<file path="src/rtl/serial_tx_pkg.sv">
// Shared types and constants for the CE-paced serial transmitter.
package serial_tx_pkg;

  typedef enum logic [2:0] {
    ST_IDLE,
    ST_ARM,
    ST_START,
    ST_DATA,
    ST_PAR,
    ST_STOP
  } tx_state_e;

  localparam int PAR_NONE = 0;
  localparam int PAR_EVEN = 1;
  localparam int PAR_ODD  = 2;

  // Bits needed to count 0..n-1; never less than one so a 1-bit frame still has a counter.
  function automatic int clog2(input int n);
    int r;
    r = 0;
    while ((1 << r) < n) r++;
    return (r < 1) ? 1 : r;
  endfunction

endpackage

</file>
<file path="src/rtl/serial_tx_shreg.sv">
// Data shift register: parallel load on acceptance, right shift per transmitted data bit.
module serial_tx_shreg #(
  parameter int WIDTH = 8
) (
  input  logic             clk_i,
  input  logic             rst_ni,
  input  logic             load_i,
  input  logic             shift_i,
  input  logic [WIDTH-1:0] d_i,
  output logic             lsb_o
);

  logic [WIDTH-1:0] sh_q, sh_d;

  always_comb begin
    sh_d = sh_q;
    if (load_i)       sh_d = d_i;
    else if (shift_i) sh_d = sh_q >> 1;
  end

  always_ff @(posedge clk_i) begin
    if (!rst_ni) sh_q <= '0;
    else         sh_q <= sh_d;
  end

  assign lsb_o = sh_q[0];

endmodule

</file>
<file path="src/rtl/serial_tx_ce.sv">
// Framed serial transmitter: start, LSB-first data, optional parity, 1-2 stop bits, one bit per CE.
module serial_tx_ce
  import serial_tx_pkg::*;
#(
  parameter int   WIDTH  = 8,
  parameter logic IDLE   = 1'b1,
  parameter int   PARITY = 0,
  parameter int   STOPS  = 1
) (
  input  logic             C,
  input  logic             R,
  input  logic             CE,
  input  logic [WIDTH-1:0] D,
  input  logic             DV,
  output logic             RDY,
  output logic             Q,
  output logic             BUSY
);

  localparam int            CW        = clog2(WIDTH);
  localparam logic [CW-1:0] LAST_BIT  = CW'(WIDTH - 1);
  localparam logic          STOP_LAST = (STOPS == 2);

  if (WIDTH < 1 || WIDTH > 16 || PARITY < 0 || PARITY > 2 || (STOPS != 1 && STOPS != 2))
  begin : g_cfg_err
    $error("serial_tx_ce: parameter out of range");
  end

  tx_state_e     st_q, st_d;
  logic [CW-1:0] cnt_q, cnt_d;
  logic          stp_q, stp_d;
  logic          par_q, par_d;
  logic          q_q, q_d;
  logic          rdy_q, rdy_d;
  logic          busy_q, busy_d;
  logic          load, shift, sh_lsb;

  // RDY is only ever high in IDLE, so it alone qualifies acceptance.
  assign load  = rdy_q && DV;
  // Shifting on the START edge too keeps the next data bit sitting in the LSB.
  assign shift = CE && (st_q == ST_START || st_q == ST_DATA);

  serial_tx_shreg #(.WIDTH(WIDTH)) u_shreg (
    .clk_i   (C),
    .rst_ni  (R),
    .load_i  (load),
    .shift_i (shift),
    .d_i     (D),
    .lsb_o   (sh_lsb)
  );

  always_comb begin
    st_d   = st_q;
    cnt_d  = cnt_q;
    stp_d  = stp_q;
    par_d  = par_q;
    q_d    = q_q;
    rdy_d  = rdy_q;
    busy_d = busy_q;
    case (st_q)
      ST_IDLE: begin
        if (load) begin
          par_d  = (PARITY == PAR_ODD) ? ~(^D) : ^D;
          rdy_d  = 1'b0;
          busy_d = 1'b1;
          st_d   = ST_ARM;
        end
      end
      ST_ARM: begin
        if (CE) begin
          q_d  = ~IDLE;
          st_d = ST_START;
        end
      end
      ST_START: begin
        if (CE) begin
          q_d   = sh_lsb;
          cnt_d = '0;
          st_d  = ST_DATA;
        end
      end
      ST_DATA: begin
        if (CE) begin
          if (cnt_q < LAST_BIT) begin
            q_d   = sh_lsb;
            cnt_d = cnt_q + CW'(1);
          end else if (PARITY != PAR_NONE) begin
            q_d  = par_q;
            st_d = ST_PAR;
          end else begin
            q_d   = IDLE;
            stp_d = 1'b0;
            st_d  = ST_STOP;
          end
        end
      end
      ST_PAR: begin
        if (CE) begin
          q_d   = IDLE;
          stp_d = 1'b0;
          st_d  = ST_STOP;
        end
      end
      ST_STOP: begin
        if (CE) begin
          if (stp_q == STOP_LAST) begin
            rdy_d  = 1'b1;
            busy_d = 1'b0;
            st_d   = ST_IDLE;
          end else begin
            stp_d = 1'b1;
          end
        end
      end
      default: begin
        q_d    = IDLE;
        rdy_d  = 1'b1;
        busy_d = 1'b0;
        st_d   = ST_IDLE;
      end
    endcase
  end

  always_ff @(posedge C) begin
    if (!R) begin
      st_q   <= ST_IDLE;
      cnt_q  <= '0;
      stp_q  <= 1'b0;
      par_q  <= 1'b0;
      q_q    <= IDLE;
      rdy_q  <= 1'b1;
      busy_q <= 1'b0;
    end else begin
      st_q   <= st_d;
      cnt_q  <= cnt_d;
      stp_q  <= stp_d;
      par_q  <= par_d;
      q_q    <= q_d;
      rdy_q  <= rdy_d;
      busy_q <= busy_d;
    end
  end

  assign RDY  = rdy_q;
  assign Q    = q_q;
  assign BUSY = busy_q;

endmodule

</file>
<file path="config.mk">
export PLATFORM = sky130hd
export DESIGN_NAME = serial_tx_ce
export DESIGN_NICKNAME = d
export VERILOG_FILES = /design/src/rtl/serial_tx_pkg.sv /design/src/rtl/serial_tx_shreg.sv /design/src/rtl/serial_tx_ce.sv
export SDC_FILE = /design/constraint.sdc
export NUM_CORES = 1
export LEC_CHECK = 0
export ABC_AREA = 1
export CAP_MARGIN = 15
export CORE_MARGIN = 10
export CORE_UTILIZATION = 51
export CTS_CLUSTER_SIZE = 40
export DETAILED_ROUTE_END_ITERATION = 16
export PLACE_DENSITY = 0.76
export SETUP_SLACK_MARGIN = 0.5
export SLEW_MARGIN = 30
export SYNTH_ARGS = -nofsm -noshare
export SYNTH_HDL_FRONTEND = slang
export SYNTH_SLANG_ARGS = --single-unit
</file>
<file path="constraint.sdc">
create_clock -name C -period 1.6 [get_ports C]
set_clock_uncertainty 0.15 [all_clocks]
set_input_delay 0.32 -clock C [delete_from_list [all_inputs] [get_ports C]]
set_output_delay 0.32 -clock C [all_outputs]
set_load 0.05 [all_outputs]
</file>
==> impl_metrics.py, run 1 <==
metrics = {
    "outcome": {
        "status": "finished clean",
    },
    "route": {
        "drc": 0,
        "drtIter0Drc": 56,
        "drt_wl_total_um": 2960,
        "drt_first_pass_iters": 5,
        "num_vias": 1041,
        "antenna_left": 0,
        "wl_per_cell_um": 15.4,
        "vias_per_cell": 5.42,
    },
    "synthesis": {
        "yosys-top-cells-area": "dfxtp_1, nand2_1, nand3_1, o211a_1, nor2_1",
        "synth_cell_types": 25,
        "synth_top_area_share_pct": 36.1,
        "syn-num-nets": 147,
        "synthCells": 134,
        "synth.avg_cell_area_um2": 7.04,
        "seq_area_frac_synth_pct": 36.1,
        "synthesis.area_um2": 943,
        "synth-warning-count": 0,
        "synth_seq_cells": 17,
        "synth_largest_area_cell": "dfxtp_1",
    },
    "pwr": {
        "power_density_mw_per_mm2": 1850,
        "irDropWorstVdd_mv": 1.19,
        "leakagePower_uw": 0.000729,
    },
    "placed_design": {
        "pre_cts_ws_ns": -0.120,
        "gp_congestion": 0.892,
        "dpl.hpwl_um": 1830,
        "portBuffers": 14,
    },
    "clock_network": {
        "holdBufCountCts": 0,
        "cts_buffers": 3,
        "root_buffer": "clkbuf_4",
        "cts-root-to-sink-buffers": 2,
        "htree_num_levels": 1,
        "path_clk_slew_ns": 0.11,
        "insertion_delay_ns": 0.29,
        "cts_tree": "done",
        "cts.sinks": 17,
    },
    "floorplan": {
        "die-area_mm2": 0.00397,
        "die_x_um": 63.0,
        "die_h_um": 63.0,
        "io_pins": 15,
        "core_area_mm2": 0.00175,
        "initial_core_util_pct": 54.1,
        "fp-row-count": 15,
    },
    "global_route": {
        "grt_max_degree": 10,
        "overflow": 0,
        "grt_pass1_wl_um": 4600,
        "grt.total_usage_pct": 14.1,
        "antenna_found_initial": 0,
        "grt_pass1_vias": 1073,
    },
    "timing": {
        "setup_violations": 0,
        "worst_slack_ns": 0.179,
        "tightestPinTransition_ns": 0.308,
        "slew_headroom_pct": 79.2,
        "whs_ns": 0.321,
        "hold_viol": 0,
        "post-route-period-util_pct": 88.8,
        "period_minus_slack_ns": 1.42,
        "clock.fmax_mhz": 704,
        "rsz0062_at_grt": "yes",
        "finalMaxSlewViolations": 0,
    },
    "setup_path": {
        "crit_chain": "nor2_4 -> inv_4 -> nand2_4 -> nand2_4 -> nor2_4 -> nand3_1 -> nand2_1 -> nor2_1",
        "critPathMaxFanout": 5,
        "worstSetupPathType": "reg2reg",
        "worst-endpoint-arrival_ns": 1.47,
        "cp-end-kind": "flop",
        "crit_required_ns": 1.64,
        "cp_slowest_cell": "dfxtp_4",
        "crit_path_start_kind": "flop",
        "critPathMaxStageDelay_ns": 0.39,
    },
    "flow_run": {
        "max_cap_violations": 0,
    },
    "finish": {
        "layout.nets": 181,
        "n_antenna_cell": 0,
        "layout-drive-gt1-share_pct": 44.9,
        "areaGrowthSynthToFinish_pct": 59.4,
    },
    "hold_path": {
        "min_path_type": "reg2reg",
    },
}
## path summary, 6_finish.rpt
path                        start              end  slack (ns)  depth (start not counted)
setup / recovery          st_q[1]          st_q[2]        0.18                          8
hold / removal    u_shreg.sh_q[7]  u_shreg.sh_q[7]        0.32                          2
setup reg to reg          st_q[1]          st_q[2]        0.18                          8
hold reg to reg   u_shreg.sh_q[7]  u_shreg.sh_q[7]        0.32                          2
## final cells by class
cell class                      count  area [µm²]
Clock buffer                        4        26.3
Fill cell                          93         241
Inverter                           16        77.6
Multi-Input combinational cell     99         701
Sequential cell                    17         360
Tap cell                           25        31.3
Timing Repair Buffer               31         308
## layout by cell type (no fill, tap or decap), types with 2 or more instances in the layout
cell             count
a21oi_1              2
a21oi_2              3
buf_12               4
buf_4               14
clkbuf_4             3
clkdlybuf4s50_1      8
dfxtp_1              9
dfxtp_2              4
dfxtp_4              4
dlygate4sd2_1        3
inv_1                9
inv_2                4
inv_4                2
nand2_1             29
nand2_2              5
nand2_4              3
nand2_8              3
nand3_1              6
nand3_2             11
nor2_1              10
nor2_4               8
o211a_1              6
o21ai_1              3
o21ai_2              2
## power breakdown
group	internal, µW	switching [µW]	leakage [µW]
Combinational	771	1000	0.000571
Sequential	594	172	0.000143
Clock	96.8	141	0.0000150
## registers in the layout (all words and copies together), names as in the netlist
| name | flops |
|---|---|
| u_shreg.sh_q | 8 |
| RDY | 1 |
| Q | 1 |
| st_q | 3 |
| cnt_q | 3 |
| BUSY | 1 |
## routing by layer
metal | global-route usage (%) | wire length (µm) | vias up
li1 | - | - | 502
met5 | 0 | 0 | -
met1 | 13.5 | 1140 | 488
met2 | 26.0 | 1560 | 45
met4 | 7.82 | 59 | 0
met3 | 3.94 | 202 | 6
## critical path, delay by kind of cell, from the launching register on
family	cells	cell delay, ns
buffers and inverters	1	0.08
flip-flops	1	0.39
AND/OR/NAND/NOR	7	0.71
## timing repair
action,CTS,global route
resized for setup,28,17
cloned,1,0
buffers inserted,6,4
setup endpoints to repair,20,20
pin swaps,5,6
## through the flow
stage	std cells	instance area [µm²]	setup TNS [ns]	power, µW	utilization, %
final	192	1500	0	2780	86.2
after global routing	192	1500	0	2940	86.2
after CTS	188	1420	0	2530	81.1
after detailed placement	177	1240	-1.03	2070	71.3
after global placement	177	1240	-0.898	2020	71.3
after floorplan	134	1020	0	1690	-
## logic make-up (layout without fill, tap and decap cells)
kind of cell,Yosys count,after routing,share of synthesized area [%]
AOI/OAI and AO/OA,20,20,15.0
xor gates and xnor gates,1,1,0.929
DFF,17,17,36.1
and+or+nand+nor,76,77,37.7
buffers and inverters,19,51,9.02
adders and majority gates,1,1,1.33
## synthesized netlist by cell type (all sizes together)
cell / number
dfxtp: 17
nand3: 17
inv: 15
buf: 3
nand2: 39
o211a: 6
clkinv: 1
nor2: 19
xor2: 1
a31oi: 1
nand3b: 1
o21ai: 7
a21oi: 5
o21bai: 1
ha: 1
No activity file was read; power rests on OpenSTA's default activity.
==> inputs of run 2 (changes only) <==
Settings changed: PLACE_DENSITY 0.76 to unset, PLACE_DENSITY_LB_ADDON set to 0.3, SKIP_CTS_REPAIR_TIMING set to 1.
==> run 2 against run 1 <==
Net effect:
- power shrank 4.3%
- setup slack gained 0.026 ns
- first-iteration DRC count shrank 39%
- fmax grew 1.9%
==> impl_metrics.py, run 2 (same netlist as run 1, synthesis figures left out) <==
metrics = {
    "outcome": {
        "status": "finished clean",
    },
    "finish": {
        "layout.nets": 175,
        "seq_area_um2": 358,
        "utilization_pct": 81.5,
        "final_common_cell": "nand2_1",
        "layout-drive-gt1-share_pct": 36.6,
        "reg_top3": "u_shreg.sh_q (8), cnt_q (3), st_q (3)",
        "mostFrequentLayoutCells": "nand2_1, nor2_1, dfxtp_1",
        "n_antenna_cell": 0,
        "fillers": 116,
        "multiInputGateArea_um2": 668,
        "fin_area_mm2": 0.00142,
        "largest_register_ff_count": 8,
        "max_flop_register": "u_shreg.sh_q",
        "areaGrowthSynthToFinish_pct": 50.8,
    },
    "clock_network": {
        "cts_tree": "done",
        "root_buffer": "clkbuf_4",
        "insertion_delay_ns": 0.30,
        "cts-root-to-sink-buffers": 2,
        "cts.sinks": 17,
        "htree_num_levels": 1,
        "path_clk_slew_ns": 0.10,
        "cts_buffers": 3,
    },
    "global_route": {
        "grt.total_usage_pct": 11.7,
        "overflow": 0,
        "grt_max_degree": 16,
        "grt_pass1_vias": 927,
        "antenna_found_initial": 0,
        "grt_pass1_wl_um": 3890,
    },
    "timing": {
        "worst_slack_ns": 0.205,
        "finalMaxSlewViolations": 0,
        "hold_viol": 0,
        "clock.fmax_mhz": 717,
        "period_minus_slack_ns": 1.39,
        "setup_violations": 0,
        "tightestPinTransition_ns": 0.219,
        "fin_tns_setup_ns": 0,
        "rsz0062_at_grt": "yes",
        "slew_headroom_pct": 85.4,
        "post-route-period-util_pct": 87.2,
    },
    "setup_path": {
        "cp_slowest_cell": "dfxtp_4",
        "worst-endpoint-arrival_ns": 1.48,
        "critPathMaxStageDelay_ns": 0.37,
        "worstSetupPathType": "reg2reg",
        "crit_required_ns": 1.68,
        "crit_chain": "buf_6 -> nor2_4 -> nand2_4 -> inv_4 -> o21ai_4 -> inv_2 -> nand2_1 -> a21oi_1",
        "cp-end-kind": "flop",
        "r2r_slack_ns": 0.21,
        "reg2reg_depth": 8,
        "reg2reg_to": "cnt_q[0]",
        "timing.rr.start": "st_q[2]",
        "critPathMaxFanout": 4,
        "crit_path_start_kind": "flop",
    },
    "floorplan": {
        "fp-row-count": 15,
        "die_h_um": 63.0,
        "die_x_um": 63.0,
        "core_area_mm2": 0.00175,
        "initial_core_util_pct": 54.1,
        "die-area_mm2": 0.00397,
        "io_pins": 15,
    },
    "pwr": {
        "power_density_mw_per_mm2": 1870,
        "irDropWorstVdd_mv": 1.32,
        "p_total_uw": 2660,
        "leakagePower_uw": 0.000700,
    },
    "placed_design": {
        "dpl-instance-area_mm2": 0.00124,
        "pre_cts_ws_ns": -0.128,
        "portBuffers": 14,
        "gp_congestion": 0.933,
        "dpl.hpwl_um": 1850,
    },
    "flow_run": {
        "max_cap_violations": 0,
    },
    "hold_path": {
        "hold_start": "u_shreg.sh_q[7]",
        "hold_depth": 2,
        "holdPathEnd": "u_shreg.sh_q[7]",
        "min_path_type": "reg2reg",
    },
    "route": {
        "drtIter0Drc": 34,
        "wl_per_cell_um": 14.0,
        "num_vias": 984,
        "drt_first_pass_iters": 4,
        "vias_per_cell": 5.29,
        "drc": 0,
        "antenna_left": 0,
        "drt_wl_total_um": 2600,
    },
}
## run 2: cell count changes in the layout (fill, tap and decap cells not counted), moves of 3 or more
| cell | previous run | this run |
|---|---|---|
| nand2_1 | 29 | 32 |
| nand3_1 | 6 | 10 |
| dlygate4sd2_1 | 3 | 0 |
| nand3_2 | 11 | 6 |
| buf_4 | 14 | 10 |
## run 2: per-stage QoR
stage	hold slack (ns)	instances
floorplan	0.285	134
global placement	0.297	177
detailed placement	0.305	177
CTS	0.322	181
global route	0.345	186
finish	0.321	186
## run 2: critical path: cells and delay by family (launching register included)
kind | cells | cell delay (ns)
compound gates | 2 | 0.18
buf+inv | 3 | 0.27
flops | 1 | 0.37
simple gates | 3 | 0.36
## run 2: metal layers
layer	GRT usage [%]	share of wire [%]	up-vias	routed length, µm
met3	3.76	4.2	6	109
met2	21.1	54	36	1390
met4	5.87	1.0	0	26
li1	-	-	487	-
met5	0	0	-	0
met1	11.6	41	455	1070
## run 2: worst max-delay path by stage
stage | startpoint | endpoint | slack, ns | cells after the start
5_1_grt | st_q[2] | st_q[0] | 0.14 | 8
6_report | st_q[2] | cnt_q[0] | 0.21 | 8
4_1_cts | st_q[2] | cnt_q[1] | 0.16 | 6
3_3_place_gp | CE | st_q[0] | -0.12 | 7
2_1_floorplan | RDY | RDY | 0.37 | 7
3_5_place_dp | DV | st_q[0] | -0.13 | 7
## run 2: cell type report
cell class              instances  share of cell area (%)
clock buffers                   4                    1.85
inverters                      16                    5.45
multi-input cells              99                    47.0
flip-flops and latches         17                    25.2
well taps                      25                    2.20
repair buffers                 25                    18.4
## run 2: power by group
| part | total [µW] | switching, µW | internal, µW |
|---|---|---|---|
| Clock | 241 | 144 | 97.2 |
| Sequential | 752 | 160 | 592 |
| Combinational | 1660 | 944 | 719 |
| Total | 2660 | 1250 | 1410 |
==> inputs of run 3 (changes only) <==
Settings changed: CTS_CLUSTER_SIZE 40 to 25.
==> results of run 3 <==
Final layout, timing and power as in run 2 (identical DEF).
